### src/rtl/sigma_mem_pkg.sv
// Shared definitions for the memory-side arbiter: FSM state encoding,
// page geometry, byte-lane layout, master ids and a byte-merge helper.
package sigma_mem_pkg;

   typedef enum logic [1:0] {
      ST_IDLE = 2'd0,
      ST_CPU  = 2'd1,
      ST_IOP  = 2'd2,
      ST_TURN = 2'd3
   } arb_state_t;

   typedef enum logic {
      MASTER_CPU = 1'b0,
      MASTER_IOP = 1'b1
   } master_id_t;

   localparam int PAGE_WORDS = 512;
   localparam int PAGE_SHIFT = $clog2(PAGE_WORDS);
   localparam int BYTE_LANES = 4;
   localparam int BYTE_W     = 8;

   // Overlay the enabled byte lanes of wr onto base; lane 0 is bits [0:7].
   function automatic logic [0:31] merge_lanes(input logic [0:31] base,
                                               input logic [0:31] wr,
                                               input logic [0:3]  be);
      logic [0:31] r;
      r = base;
      for (int i = 0; i < BYTE_LANES; i++) begin
         if (be[i]) r[i*BYTE_W +: BYTE_W] = wr[i*BYTE_W +: BYTE_W];
      end
      return r;
   endfunction

endpackage

### src/rtl/mem_arbiter_if.sv
// Shared memory bus as seen by the two masters and the memory-side arbiter.
interface mem_arbiter_if #(parameter int ADDR_W = 17);
   logic                 cpu_req;
   logic                 iop_req;
   logic                 cpu_grant;
   logic                 iop_active;
   logic [15:ADDR_W+14]  bus_address;
   logic [0:31]          bus_wdata;
   logic [0:3]           bus_wr_en;
   logic [0:31]          bus_rdata;

   modport slave (
      input  cpu_req, iop_req, bus_address, bus_wdata, bus_wr_en,
      output cpu_grant, iop_active, bus_rdata
   );

   modport master (
      output cpu_req, iop_req, bus_address, bus_wdata, bus_wr_en,
      input  cpu_grant, iop_active, bus_rdata
   );
endinterface

### src/rtl/mem_arb_fsm.sv
// Bus ownership FSM: round-robin between CPU and IOP with a tenure limit
// that only applies while the other master is waiting.
//
// state   | meaning
// --------+-----------------------------------------------
// ST_IDLE | nobody owns the bus, decide next owner
// ST_CPU  | CPU owns the bus (cpu_grant high)
// ST_IOP  | IOP owns the bus (iop_active high)
// ST_TURN | dead cycle for tri-state turnaround
module mem_arb_fsm
   import sigma_mem_pkg::*;
#(
   parameter int TENURE_MAX = 16
) (
   input  logic clock,
   input  logic reset,
   input  logic cpu_req,
   input  logic iop_req,
   output logic cpu_grant,
   output logic iop_active
);

   localparam logic [7:0] TENURE_LIM = 8'(TENURE_MAX);

   arb_state_t state_q, state_d;
   logic [7:0] tenure_q, tenure_d;
   master_id_t last_q, last_d;

   // State, tenure and last-owner registers.
   always_ff @(posedge clock or negedge reset) begin
      if (!reset) begin
         state_q  <= ST_IDLE;
         tenure_q <= 8'd0;
         last_q   <= MASTER_IOP;
      end else begin
         state_q  <= state_d;
         tenure_q <= tenure_d;
         last_q   <= last_d;
      end
   end

   // Next-state decision; tenure counts granted cycles and saturates at the limit.
   always_comb begin
      state_d  = state_q;
      tenure_d = tenure_q;
      last_d   = last_q;
      case (state_q)
         ST_IDLE: begin
            tenure_d = 8'd0;
            if (cpu_req && (!iop_req || last_q == MASTER_IOP)) begin
               state_d  = ST_CPU;
               last_d   = MASTER_CPU;
               tenure_d = 8'd1;
            end else if (iop_req) begin
               state_d  = ST_IOP;
               last_d   = MASTER_IOP;
               tenure_d = 8'd1;
            end
         end
         ST_CPU: begin
            if (!cpu_req || (tenure_q == TENURE_LIM && iop_req)) begin
               state_d  = ST_TURN;
               tenure_d = 8'd0;
            end else if (tenure_q != TENURE_LIM) begin
               tenure_d = tenure_q + 8'd1;
            end
         end
         ST_IOP: begin
            if (!iop_req || (tenure_q == TENURE_LIM && cpu_req)) begin
               state_d  = ST_TURN;
               tenure_d = 8'd0;
            end else if (tenure_q != TENURE_LIM) begin
               tenure_d = tenure_q + 8'd1;
            end
         end
         default: begin
            state_d  = ST_IDLE;
            tenure_d = 8'd0;
         end
      endcase
   end

   assign cpu_grant  = (state_q == ST_CPU);
   assign iop_active = (state_q == ST_IOP);

endmodule

### src/rtl/mem_arbiter.sv
// Memory-side responder for the shared word-addressed bus. Owns arbitration
// (via mem_arb_fsm), the request stage S1 that drives the RAM, and the read
// stage S2 with write-to-read forwarding.
// Optional feature: define MEM_WRPROTECT_EN for per-page IOP write locks.
module mem_arbiter
   import sigma_mem_pkg::*;
#(
   parameter int TENURE_MAX = 16,
   parameter int ADDR_W     = 17
) (
   input  logic                clock,
   input  logic                reset,
   mem_arbiter_if.slave        bus,
   output logic [15:ADDR_W+14] ram_addr,
   output logic [0:31]         ram_wdata,
   output logic [0:3]          ram_we,
   input  logic [0:31]         ram_rdata,
   output logic                prot_fault,
   input  logic                lock_we,
   input  logic [0:7]          lock_page,
   input  logic                lock_val
);

   logic granted;
   logic wr_blocked;

   mem_arb_fsm #(.TENURE_MAX(TENURE_MAX)) u_fsm (
      .clock      (clock),
      .reset      (reset),
      .cpu_req    (bus.cpu_req),
      .iop_req    (bus.iop_req),
      .cpu_grant  (bus.cpu_grant),
      .iop_active (bus.iop_active)
   );

   assign granted = bus.cpu_grant | bus.iop_active;

`ifdef MEM_WRPROTECT_EN
   logic [0:255] lock_q;
   logic [7:0]   page;
   logic         fault_q;

   assign page       = 8'(bus.bus_address >> PAGE_SHIFT);
   assign wr_blocked = bus.iop_active && (bus.bus_wr_en != 4'b0) && lock_q[page];

   // Page lock table, programmed one entry per edge.
   always_ff @(posedge clock or negedge reset) begin
      if (!reset)       lock_q <= '0;
      else if (lock_we) lock_q[lock_page] <= lock_val;
   end

   // Fault pulse lines up with the S1 cycle whose write was dropped.
   always_ff @(posedge clock or negedge reset) begin
      if (!reset) fault_q <= 1'b0;
      else        fault_q <= wr_blocked;
   end

   assign prot_fault = fault_q;
`else
   logic unused_lock;
   assign unused_lock = ^{lock_we, lock_page, lock_val};
   assign wr_blocked  = 1'b0;
   assign prot_fault  = 1'b0;
`endif

   // S1: capture the owner's request; with no owner, hold address and read.
   always_ff @(posedge clock or negedge reset) begin
      if (!reset) begin
         ram_addr  <= '0;
         ram_wdata <= '0;
         ram_we    <= '0;
      end else if (granted) begin
         ram_addr  <= bus.bus_address;
         ram_wdata <= bus.bus_wdata;
         ram_we    <= wr_blocked ? 4'b0 : bus.bus_wr_en;
      end else begin
         ram_we    <= '0;
      end
   end

   logic [15:ADDR_W+14] d1_addr, d2_addr;
   logic [0:3]          d1_we, d2_we;
   logic [0:31]         d1_wdata, d2_wdata;
   logic [0:31]         rdata_q;
   logic                fwd;

   // Delay copies of S1: d1 matches the RAM output now, d2 is the access before it.
   always_ff @(posedge clock or negedge reset) begin
      if (!reset) begin
         d1_addr  <= '0;
         d1_we    <= '0;
         d1_wdata <= '0;
         d2_addr  <= '0;
         d2_we    <= '0;
         d2_wdata <= '0;
      end else begin
         d1_addr  <= ram_addr;
         d1_we    <= ram_we;
         d1_wdata <= ram_wdata;
         d2_addr  <= d1_addr;
         d2_we    <= d1_we;
         d2_wdata <= d1_wdata;
      end
   end

   assign fwd = (d2_we != 4'b0) && (d1_we == 4'b0) && (d2_addr == d1_addr);

   // S2: register read data, overlaying bytes from a write just ahead of it.
   always_ff @(posedge clock or negedge reset) begin
      if (!reset)   rdata_q <= '0;
      else if (fwd) rdata_q <= merge_lanes(ram_rdata, d2_wdata, d2_we);
      else          rdata_q <= ram_rdata;
   end

   assign bus.bus_rdata = rdata_q;

endmodule

### src/flat_wrapper.sv
// flat-port wrapper written by rule: the top's interface ports become plain ports
module mem_arbiter_flat import sigma_mem_pkg::*;
#(
   parameter int TENURE_MAX = 16,
   parameter int ADDR_W     = 17
)
  (clock, reset, ram_addr, ram_wdata, ram_we, ram_rdata, prot_fault, lock_we, lock_page, lock_val, bus_cpu_req, bus_iop_req, bus_bus_address, bus_bus_wdata, bus_bus_wr_en, bus_cpu_grant, bus_iop_active, bus_bus_rdata);
  mem_arbiter_if #(.ADDR_W(ADDR_W)) bus_i ();
  input  logic clock;
  input  logic reset;
  output logic [15:ADDR_W+14] ram_addr;
  output logic [0:31] ram_wdata;
  output logic [0:3] ram_we;
  input  logic [0:31] ram_rdata;
  output logic prot_fault;
  input  logic lock_we;
  input  logic [0:7] lock_page;
  input  logic lock_val;
  input wire logic [$bits(bus_i.cpu_req)-1:0] bus_cpu_req;
  input wire logic [$bits(bus_i.iop_req)-1:0] bus_iop_req;
  input wire logic [$bits(bus_i.bus_address)-1:0] bus_bus_address;
  input wire logic [$bits(bus_i.bus_wdata)-1:0] bus_bus_wdata;
  input wire logic [$bits(bus_i.bus_wr_en)-1:0] bus_bus_wr_en;
  output wire logic [$bits(bus_i.cpu_grant)-1:0] bus_cpu_grant;
  output wire logic [$bits(bus_i.iop_active)-1:0] bus_iop_active;
  output wire logic [$bits(bus_i.bus_rdata)-1:0] bus_bus_rdata;
  assign bus_i.cpu_req = bus_cpu_req;
  assign bus_i.iop_req = bus_iop_req;
  assign bus_i.bus_address = bus_bus_address;
  assign bus_i.bus_wdata = bus_bus_wdata;
  assign bus_i.bus_wr_en = bus_bus_wr_en;
  assign bus_cpu_grant = bus_i.cpu_grant;
  assign bus_iop_active = bus_i.iop_active;
  assign bus_bus_rdata = bus_i.bus_rdata;
  mem_arbiter #(.TENURE_MAX(TENURE_MAX), .ADDR_W(ADDR_W)) u_core (.clock(clock), .reset(reset), .bus(bus_i), .ram_addr(ram_addr), .ram_wdata(ram_wdata), .ram_we(ram_we), .ram_rdata(ram_rdata), .prot_fault(prot_fault), .lock_we(lock_we), .lock_page(lock_page), .lock_val(lock_val));
endmodule
### config.mk
export PLATFORM = sky130hd
export DESIGN_NAME = mem_arbiter_flat
export DESIGN_NICKNAME = d
export VERILOG_FILES = /design/src/rtl/sigma_mem_pkg.sv /design/src/rtl/mem_arbiter_if.sv /design/src/rtl/mem_arb_fsm.sv /design/src/rtl/mem_arbiter.sv /design/src/flat_wrapper.sv
export SDC_FILE = /design/constraint.sdc
export NUM_CORES = 1
export LEC_CHECK = 0
export BUFFER_PORTS_ARGS = -buffer_cell sky130_fd_sc_hd__buf_4
export CAP_MARGIN = 40
export CORE_MARGIN = 4
export CORE_UTILIZATION = 40
export CTS_CLUSTER_SIZE = 14
export DETAILED_ROUTE_END_ITERATION = 16
export GPL_ROUTABILITY_DRIVEN = 1
export PLACE_DENSITY = 0.68
export REMOVE_ABC_BUFFERS = 1
export SLEW_MARGIN = 20
export SYNTH_ARGS = -nofsm -noshare
export SYNTH_HDL_FRONTEND = slang
export SYNTH_HIERARCHICAL = 1
export SYNTH_SLANG_ARGS = --single-unit
### constraint.sdc
create_clock -name clock -period 2.1 [get_ports clock]
set_clock_uncertainty 0.05 [all_clocks]
set_input_delay 0.42 -clock clock [delete_from_list [all_inputs] [get_ports clock]]
set_output_delay 0.42 -clock clock [all_outputs]
set_load 0.1 [all_outputs]
# == Yosys cells after proc, flatten, opt, wreduce, memory -nomap -nowiden ==
# Cells that the tools add are included.
# classes
n_addsub,1
eq_ne,8
mux,19
n_bitwise,1
reduce_logical,16
# op_table
op,count
8-bit 2-to-1 mux,7
32-bit 2-to-1 mux,1
8-bit one-hot mux with 3 select lines,1
17-bit equality test,1
"8-bit by 1-bit adder with 8-bit output, second input constant",1
"8-bit by 5-bit equality test with 1-bit output, second input constant",1
2-bit 2-to-1 mux,4
"8-bit by 5-bit inequality test with 1-bit output, second input constant",1
2-bit one-hot mux with 3 select lines,1
1-bit logical AND,5
4-bit zero test,1
1-bit 2-to-1 mux,4
4-bit 2-to-1 mux,1
"2-bit inequality test, second input constant",2
4-bit nonzero test,1
1-bit logical OR,3
"3-bit inequality test, second input constant",1
3-bit AND reduction,1
"2-bit by 1-bit equality test with 1-bit output, second input constant",1
"2-bit equality test, second input constant",1
1-bit zero test,2
2-bit zero test,1
2-bit AND reduction,1
2-bit nonzero test,1
1-bit bitwise OR,1
# word_totals
register_bits,202
in_bits,99
output_inout_bits,88
word_cells,58

# == Logic depth before layout (Yosys ltp) ==
# depth
word_depth,5
ltp_mapped,6

# == Modules after synthesis ==
# The synthesis kept the hierarchy.
# by_module_without_submodules
module,n_inst,cells_per_inst,area_per_inst_um2,seq_area_each_um2
mem_arbiter,1,313,6000.8,4779.6
mem_arb_fsm,1,72,715.7,276.5

# == Worst setup path before layout ==
# Ideal clock, no wire load.
# synth_timing
kind,register to register
startpoint,register u_core.u_fsm.state_q[0]
endpoint,register u_core/ram_addr[22] in the netlist's numbering
setup_ns,0.126
t_arrival_ns,2.229
required_ns,1.924
path_slack_ns,-0.305
stages_incl_launch_ff,6
synth_period_minus_slack_ns,2.405
path_cell_list,dfrtp_1 -> inv_1 -> ha_1 -> nor2_1 -> clkbuf_1 -> mux2_2
# synth_via
elab_chain_cells,2
# synth_lines
item,line,source
from (decl),mem_arb_fsm.sv:25,"arb_state_t state_q, state_d;"
from (signal assigned),mem_arb_fsm.sv:36,state_q <= state_d;
2-bit equality test,mem_arb_fsm.sv:84,assign iop_active = (state_q == ST_IOP);
net bus_iop_active,flat_wrapper.sv:25,output wire logic [$bits(bus_i.iop_active)-1:0] bus_iop_active;
1-bit bitwise OR,mem_arbiter.sv:36,assign granted = bus.cpu_grant | bus.iop_active;
to (signal assigned),mem_arbiter.sv:73,ram_addr <= bus.bus_address;
to (decl),mem_arbiter.sv:14,"output logic [15:ADDR_W+14] ram_addr,"
# The timed path passes the listed nets, and every way through them passes these cells.
# A chain may end at the register's enable or synchronous reset.

# == Final worst setup path ==
# layout_timing
startpoint,register u_core.u_fsm.state_q[0]
endpoint,output port bus_iop_active
# layout_via
elab_chain_cells,1
# layout_lines
item,line
2-bit equality test,mem_arb_fsm.sv:84
to (decl),flat_wrapper.sv:25
# Every way passes these cells.

==> results.yml <==
run_status:
  status: "completed"
die:
  die_h_um: 138
  initial_core_util: 0.406
  core_um2: 16500
  die-area_um2: 18900
  pin_count: 187
  fp.dieW_um: 138
  num_rows: 47
cts:
  root_buffer: "clkbuf_16"
  cts_made_buffers: 21
  clk_latency_ps: 480
  htreeDepth: 1
  path_clk_slew_ps: 60
  clockBufferDepth: 3
  post-cts-setup-buffers: 0
  clock_sinks: 202
  cts_tree: "built"
global_route:
  grt_use_total: 0.144
  antenna_found_initial: 0
  grt_pass1_vias: 4178
  grt_pass1_wl_um: 21300
  overflow: 0
  grt_max_degree: 63
detailed_routing:
  routed_wl_um: 13700
  vias_per_cell: 4.62
  wl_per_cell_um: 16.6
  drtIter0Drc: 91
  ant_nets: 0
  drc_errors: 0
  vias: 3795
  firstDrtPassIters: 4
critical_path:
  end_kind: "output port"
  path_max_fanout: 4
  critical_path.startpoint_type: "flip-flop"
  cp.arrival_ps: 1560
  worst-setup-path-type: "flip-flop to output port"
  required_ps: 1630
layout:
  layout-drive-gt1-share: 0.527
  antenna_cells: 0
  area.growth.synth_to_final_pct: 35.9
  final_util: 0.552
  nNetsFinal: 693
timing:
  fin_crit_ps: 2030
  setup_slack_ps: 65.9
  fmax_mhz: 492
  rsz0062_at_grt: "true"
  slew_violations: 0
  setup_viol: 0
  fin_setup_tns_ps: 0
  worstMarginPinSlew_ps: 506
  timing.final.crit_share: 0.969
  hold_viol: 0
  max_slew_margin: 0.663
hold_path:
  hold_class: "input port to flip-flop"
logic_synthesis:
  yosys.area.top_type: "dfrtp_1"
  yosys_warnings: 6
  synth-async-reset-ratio: 1.00
  synthCells: 385
  yosysTopAreaCellShare: 0.749
  synthTopCellsByArea: "dfrtp_1 75%, mux2_2 14%, xnor2_1 2.3%, ha_1 1.1%, xor2_1 0.65%"
  ys_types: 40
  syn_area_per_cell_um2: 17.4
  ys.flop_type: "dfrtp_1"
  ys_seq_area_frac: 0.753
  ys_ff_latch: 202
  synth_edf_count: 0
  netlist_area_um2: 6720
flow_run:
  drv_cap: 0
placed_design:
  portBuffers: 175
  place_ws_ps: 67.0
  place_congestion: 0.774
  dpl.hpwl_um: 9820
synth_stat cells, types with 2 or more instances:
cell / instances
o21ai_1: 2
a21oi_1: 3
nor2_1: 7
inv_1: 6
buf_4: 2
mux2i_1: 2
ha_1: 6
mux2_2: 81
nand2_1: 6
xor2_1: 5
nand4_1: 5
nand3_2: 4
clkbuf_1: 5
nor2b_1: 5
nand3_1: 3
xnor2_1: 18
o21ai_0: 2
dfrtp_1: 201
stage by stage:
| step | cells | hold slack [ps] | area, um^2 |
|---|---|---|---|
| global placement | 784 | 281 | 8420 |
| detailed placement | 784 | 285 | 8420 |
| floorplan | 378 | 74.4 | 6680 |
| finish | 821 | 122 | 9130 |
| CTS | 821 | 94.8 | 9120 |
| global route | 821 | 100 | 9130 |
state kept, by name, summed over array words and instances (netlist names):
| signal | count |
|---|---|
| u_core/ram_we | 4 |
| u_core/u_fsm/last_q | 1 |
| u_core/u_fsm/tenure_q | 8 |
| u_core/d1_we | 4 |
| u_core/u_fsm/state_q | 2 |
| u_core/bus.bus_rdata | 32 |
| u_core/d2_we | 4 |
| u_core/d2_wdata | 32 |
| u_core/d1_addr | 17 |
| u_core/ram_addr | 17 |
| u_core/d1_wdata | 32 |
| u_core/ram_wdata | 32 |
| u_core/d2_addr | 17 |
routing by layer:
metal | global-route usage | part of all wire | vias up | wire, um
li1 | - | - | 1711 | -
met2 | 0.244 | 0.50 | 130 | 6840
met1 | 0.179 | 0.39 | 1920 | 5360
met5 | 0 | 0 | - | 0
met4 | 0.0565 | 0.031 | 0 | 422
met3 | 0.0329 | 0.076 | 34 | 1050
area by class of cell:
cell class,instances,area (um^2)
fillers,1346,7400
repair buffers,187,1470
clock inverters,8,95.1
multi-input cells,170,1610
inverters,6,22.5
flip-flops and latches,202,5060
clock buffers,28,592
well taps,220,275
path summary, 6_finish.rpt:
path,slack (ps),depth (start not counted),from,end
setup / recovery,70,3,u_core/u_fsm/state_q[0]$_DFFE_PN0P_,bus_iop_active
hold / removal,120,2,bus_bus_address[6],u_core/ram_addr[25]$_DFFE_PN0N_
setup reg to reg,70,6,u_core/d1_we[2]$_DFF_PN0_,u_core/bus.bus_rdata[28]$_DFF_PN0_
hold reg to reg,300,0,u_core/d1_wdata[10]$_DFF_PN0_,u_core/d2_wdata[10]$_DFF_PN0_
max in group asynchronous,920,3,reset,u_core/d1_wdata[29]$_DFF_PN0_
min in group asynchronous,440,2,reset,u_core/bus.bus_rdata[6]$_DFF_PN0_
worst max-delay path, stage by stage (launching register included):
cell,delay [ps]
dfrtp_1,420
inv_1,100
ha_1,300
buf_6,270
cell families (layout without fill, tap and decap cells):
group	after synthesis	count (layout)	share of synthesized area
buffers and inverters	13	229	0.00838
AOI/OAI and AO/OA	12	12	0.0117
and+or+nand+nor	44	44	0.0443
other	1	1	0.000558
xor gates and xnor gates	23	23	0.0300
DFF	202	202	0.753
adders and majority gates	6	6	0.0112
muxes	84	84	0.141
cells in the final DEF (no fill, tap or decap), drive strengths merged, types with 3 or more instances in the layout:
master,n
xor2,5
ha,6
inv,6
a21oi,4
buf,185
xnor2,18
nor2,8
clkbuf,29
mux2,82
nand4,5
nand2,6
dfrtp,201
o21ai,4
nor2b,5
clkinv,4
nor3,3
nand3,7
what timing repair did:
action,CTS,global route
hold buffers,1,0
endpoints found under the setup margin,11,33
endpoints found under the hold margin,55,0
gates resized for setup,2,1
pin swaps,0,0
Power is not shown: default switching activity piles up to over one toggle a cycle in this logic, so the estimate is an artifact.
